--- src/rtl/channel_fifo.sv ---
// First-word-fall-through channel FIFO on a circular buffer, one-cycle write-to-read latency.
// All handshake and status outputs are registered; out_data is a registered copy of the head entry.
module channel_fifo #(
    parameter int unsigned DWIDTH      = 16,
    parameter int unsigned DEPTH       = 4,
    parameter int unsigned AFULL_LEVEL = DEPTH - 1
) (
    input  logic                         clk,
    input  logic                         rst,
    input  logic                         in_valid,
    input  logic [DWIDTH-1:0]            in_data,
    output logic                         in_ready,
    output logic                         out_valid,
    output logic [DWIDTH-1:0]            out_data,
    input  logic                         out_ready,
    output logic [$clog2(DEPTH+1)-1:0]   count,
    output logic                         almost_full
);

    localparam int unsigned PW = $clog2(DEPTH);
    localparam int unsigned CW = $clog2(DEPTH + 1);

    logic [DWIDTH-1:0] mem [DEPTH];
    logic [PW-1:0]     wr_ptr;
    logic [PW-1:0]     rd_ptr;
    logic [PW-1:0]     wr_ptr_nxt;
    logic [PW-1:0]     rd_ptr_nxt;
    logic [CW-1:0]     count_nxt;
    logic [DWIDTH-1:0] head_nxt;
    logic              push;
    logic              pop;

    // Handshakes, pointer/occupancy updates and the head word visible after this edge.
    always_comb begin
        push       = in_valid && in_ready;
        pop        = out_valid && out_ready;
        wr_ptr_nxt = wr_ptr;
        rd_ptr_nxt = rd_ptr;
        count_nxt  = count;
        if (push) begin
            wr_ptr_nxt = wr_ptr + PW'(1);
        end
        if (pop) begin
            rd_ptr_nxt = rd_ptr + PW'(1);
        end
        case ({push, pop})
            2'b10:   count_nxt = count + CW'(1);
            2'b01:   count_nxt = count - CW'(1);
            default: count_nxt = count;
        endcase
        // The new head is the incoming word only when the buffer drains to empty this edge.
        head_nxt = (push && (wr_ptr == rd_ptr_nxt)) ? in_data : mem[rd_ptr_nxt];
    end

    // Control state and registered outputs.
    always_ff @(posedge clk or negedge rst) begin
        if (!rst) begin
            wr_ptr      <= '0;
            rd_ptr      <= '0;
            count       <= '0;
            in_ready    <= 1'b0;
            out_valid   <= 1'b0;
            almost_full <= 1'b0;
            out_data    <= '0;
        end else begin
            wr_ptr      <= wr_ptr_nxt;
            rd_ptr      <= rd_ptr_nxt;
            count       <= count_nxt;
            in_ready    <= (count_nxt != CW'(DEPTH));
            out_valid   <= (count_nxt != '0);
            almost_full <= (32'(count_nxt) >= AFULL_LEVEL);
            out_data    <= head_nxt;
        end
    end

    // Payload storage; contents are meaningless until written.
    always_ff @(posedge clk) begin
        if (push) begin
            mem[wr_ptr] <= in_data;
        end
    end

endmodule

--- config.mk ---
export PLATFORM = sky130hd
export DESIGN_NAME = channel_fifo
export DESIGN_NICKNAME = d
export VERILOG_FILES = /design/src/rtl/channel_fifo.sv
export SDC_FILE = /design/constraint.sdc
export NUM_CORES = 1
export LEC_CHECK = 0
export CAP_MARGIN = 20
export CORE_MARGIN = 3
export CORE_UTILIZATION = 40
export CTS_BUF_LIST = sky130_fd_sc_hd__clkbuf_8
export DETAILED_ROUTE_END_ITERATION = 16
export PLACE_DENSITY_LB_ADDON = 0.05
export SLEW_MARGIN = 0
export SYNTH_ARGS = -nofsm -noshare
export SYNTH_HDL_FRONTEND = slang
export SYNTH_SLANG_ARGS = --single-unit
--- constraint.sdc ---
create_clock -name clk -period 4.22 [get_ports clk]
set_clock_uncertainty 0.2 [all_clocks]
set_input_delay 0.633 -clock clk [delete_from_list [all_inputs] [get_ports clk]]
set_output_delay 0.633 -clock clk [all_outputs]
set_load 0.03 [all_outputs]
==> impl_metrics.env <==
export IMPL_ys_flop_type="edfxtp_1"
export IMPL_io_pins=42
export IMPL_worstHoldPathType="reg -> reg"
export IMPL_grt_pass1_vias=3256
export IMPL_cts_max_level=3
export IMPL_cts_tree="yes"
export IMPL_setup_viol=0
export IMPL_power_density_nw_per_um2=747
export IMPL_clock_fmax_mhz=366
export IMPL_cp_max_fo=41
export IMPL_synth_edff_count=64
export IMPL_drc_errors=0
export IMPL_drt_iter0_drc=233
export IMPL_grt_pass1_wl_um=17900
export IMPL_ff2ff_setup_slack_ps=1750
export IMPL_status="complete, no violations"
export IMPL_crit_family="buffers and inverters"
export IMPL_finalWirelength_um=11200
export IMPL_clockBufferDepth=2
export IMPL_crit_path_start_kind="input pin"
export IMPL_crit_end="almost_full$_DFF_PN0_"
export IMPL_cts_setup_buffers=0
export IMPL_cp_slowest_cell="clkdlybuf4s50_1"
export IMPL_max_vdd_ir_drop_mv=0.309
export IMPL_pwr_share_clk_pct=17.3
export IMPL_fin_crit_sh_pct=64.7
export IMPL_rsz0062_at_grt="no"
export IMPL_numClockSinks=90
export IMPL_p_sw_share_pct=40.2
export IMPL_switchingPower_mw=1.61
export IMPL_dpl_cell_count=576
export IMPL_clk_latency_ps=360
export IMPL_grt_overflow=0
export IMPL_synth_largest_area_cell="edfxtp_1"
export IMPL_cts_root_buffer="clkbuf_8"
export IMPL_drv_cap=0
export IMPL_p_leak_nw=1.91
export IMPL_grt_max_degree=46
export IMPL_final_cell_mix="nand2_1, edfxtp_1, clkdlybuf4s50_1"
export IMPL_firstDrtPassIters=4
export IMPL_num_vias=3347
export IMPL_wl_per_cell_um=19.0
export IMPL_synth_cells=412
export IMPL_cts_made_buffers=9
export IMPL_ctsHoldBuffers=0
export IMPL_synth_top_area_share_pct=42.0
export IMPL_wl_met1_um=5000
export IMPL_max_stage_delay_ps=480
export IMPL_synth_seq_cells=90
export IMPL_tightest_slew_ps=1010
export IMPL_met3_length_um=516
export IMPL_power_frac_comb_pct=47.9
export IMPL_drive_above_1_share_pct=13.5
export IMPL_synthArstFlopShare_pct=28.9
export IMPL_post_dp_hpwl_um=6800
export IMPL_clkTransAtPathRegs_ps=80
export IMPL_rr_worst_depth=6
export IMPL_r2r_start="rd_ptr[1]$_DFF_PN0_"
export IMPL_worst_path_buf_inv=3
export IMPL_max_slew_margin_pct=32.9
export IMPL_yosys_warnings=0
export IMPL_worst_setup_path_end_kind="register"
export IMPL_crit_required_ps=4270
export IMPL_seqPwrFrac_pct=34.7
export IMPL_syn_to_final_growth_pct=17.2
export IMPL_hold_viol_final=0
export IMPL_wl_met2_um=5550
export IMPL_antenna_found_initial=0
export IMPL_synthesis_nets=438
export IMPL_synthesis_area_um2=4570
export IMPL_dieArea_um2=12800
export IMPL_start_util_pct=41.6
export IMPL_highest_layer="met4"
export IMPL_core_um2=11000
export IMPL_io_buffers=41
export IMPL_r2r_end="out_data[11]$_DFF_PN0_"
export IMPL_chipHeight_um=113
export IMPL_place_congestion=0.794
export IMPL_ant_nets=0
export IMPL_cp_startpoint="out_ready"
export IMPL_die_x_um=113
export IMPL_stdcell_count=592
export IMPL_layout_commonest_cell="nand2_1"
export IMPL_rows=38
export IMPL_viasPerCell=5.65
export IMPL_synthTopCellsByArea="edfxtp_1, dfrtp_1, nand2_1"
export IMPL_ys_seq_area_share_pct=56.3
export IMPL_tns_ps=0
export IMPL_critPathKind="in -> reg"
export IMPL_synth_cell_types=46
export IMPL_period_needed_ps=2730
export IMPL_p_int_mw=2.39
export IMPL_synth_avg_cell_area_um2=11.1
export IMPL_grt_usage_pct=18.3
export IMPL_path_common_cell="nand2_1"
export IMPL_cts_resized=0
export IMPL_cp_arrival_ps=2780
export IMPL_slew_violations=0
export IMPL_crit_chain="clkdlybuf4s50_1, nand2_1, inv_2, buf_4, ha_1, fa_1, mux2_2, nand2_1, nand2_1"
export IMPL_setup_slack_ps=1490
export IMPL_post_place_ws_ps=1090
export IMPL_critical_path_depth=9
export IMPL_antennaDiodeCount=0
export IMPL_nets=473
## flip-flops by register name, indices dropped and copies added, names as in the netlist
name         flops
mem             64
out_data        16
count            3
rd_ptr           2
wr_ptr           2
almost_full      1
in_ready         1
out_valid        1
## worst register-to-register path: stages (launching register included)
cell	delay, ps
dfrtp_2	830
buf_4	470
nor2_1	90
a22o_1	240
a32oi_1	260
o221ai_2	140
a2bb2oi_2	170
## worst min-delay path by stage
stage / from / depth (start not counted) / slack [ps] / to
after floorplan: rst / 0 / 140 / almost_full$_DFF_PN0_
after global placement: count[2]$_DFF_PN0_ / 2 / 380 / out_valid$_DFF_PN0_
after detailed placement: count[2]$_DFF_PN0_ / 2 / 360 / almost_full$_DFF_PN0_
after CTS: count[2]$_DFF_PN0_ / 2 / 400 / almost_full$_DFF_PN0_
after global routing: count[2]$_DFF_PN0_ / 2 / 430 / almost_full$_DFF_PN0_
final: count[2]$_DFF_PN0_ / 2 / 390 / almost_full$_DFF_PN0_
## stage by stage
step                utilization [%]  hold WS (ps)  power [mW]  cell area, µm²
detailed placement             46.7           362        3.35            5120
finish                         48.8           387        4.00            5360
global route                   48.8           425        4.26            5360
CTS                            48.8           398        4.05            5360
global placement               46.7           385        3.32            5120
floorplan                         -           137        2.75            4570
## final cells by class
type / instances / area, µm²
Clock buffer: 9 / 124
Clock inverter: 7 / 110
Fill cell: 969 / 5620
Inverter: 5 / 23.8
Multi-Input combinational cell: 284 / 1820
Sequential cell: 90 / 2570
Tap cell: 140 / 175
Timing Repair Buffer: 57 / 531
## cells in the mapped netlist (5+ instances only)
| cell | n |
|---|---|
| nand2_1 | 84 |
| edfxtp_1 | 64 |
| nor2_1 | 37 |
| a21oi_1 | 31 |
| dfrtp_1 | 26 |
| a32oi_1 | 17 |
| a22o_1 | 16 |
| clkbuf_1 | 15 |
| nand3_1 | 14 |
| nor3_1 | 14 |
| a2bb2oi_2 | 10 |
| buf_2 | 10 |
| o221ai_2 | 10 |
| xnor2_1 | 6 |
| ha_1 | 5 |
## cells by family after synthesis
group,count (synthesis),synth area share [%]
AOI/OAI and AO/OA,103,19.7
xor gates and xnor gates,8,1.86
adders and majority gates,6,1.81
buffers and inverters,38,3.99
DFF,90,56.3
muxes,4,0.958
and+or+nand+nor,163,15.5
## power groups by stage
stage / combinational [mW] / sequential (mW) / clock, mW
2_1_floorplan: 1.22 / 1.53 / 0
3_3_place_gp: 1.92 / 1.40 / 0
3_5_place_dp: 1.94 / 1.41 / 0
4_1_cts: 1.95 / 1.39 / 0.707
5_1_grt: 2.09 / 1.43 / 0.739
6_report: 1.92 / 1.39 / 0.694
## per-layer routing
layer | GRT usage, % | vias up
met5 | 0 | -
met4 | 6.65 | 0
met3 | 2.73 | 12
met2 | 30.6 | 78
met1 | 24.3 | 1663
li1 | - | 1594
No activity file was read; power rests on OpenSTA's default activity.
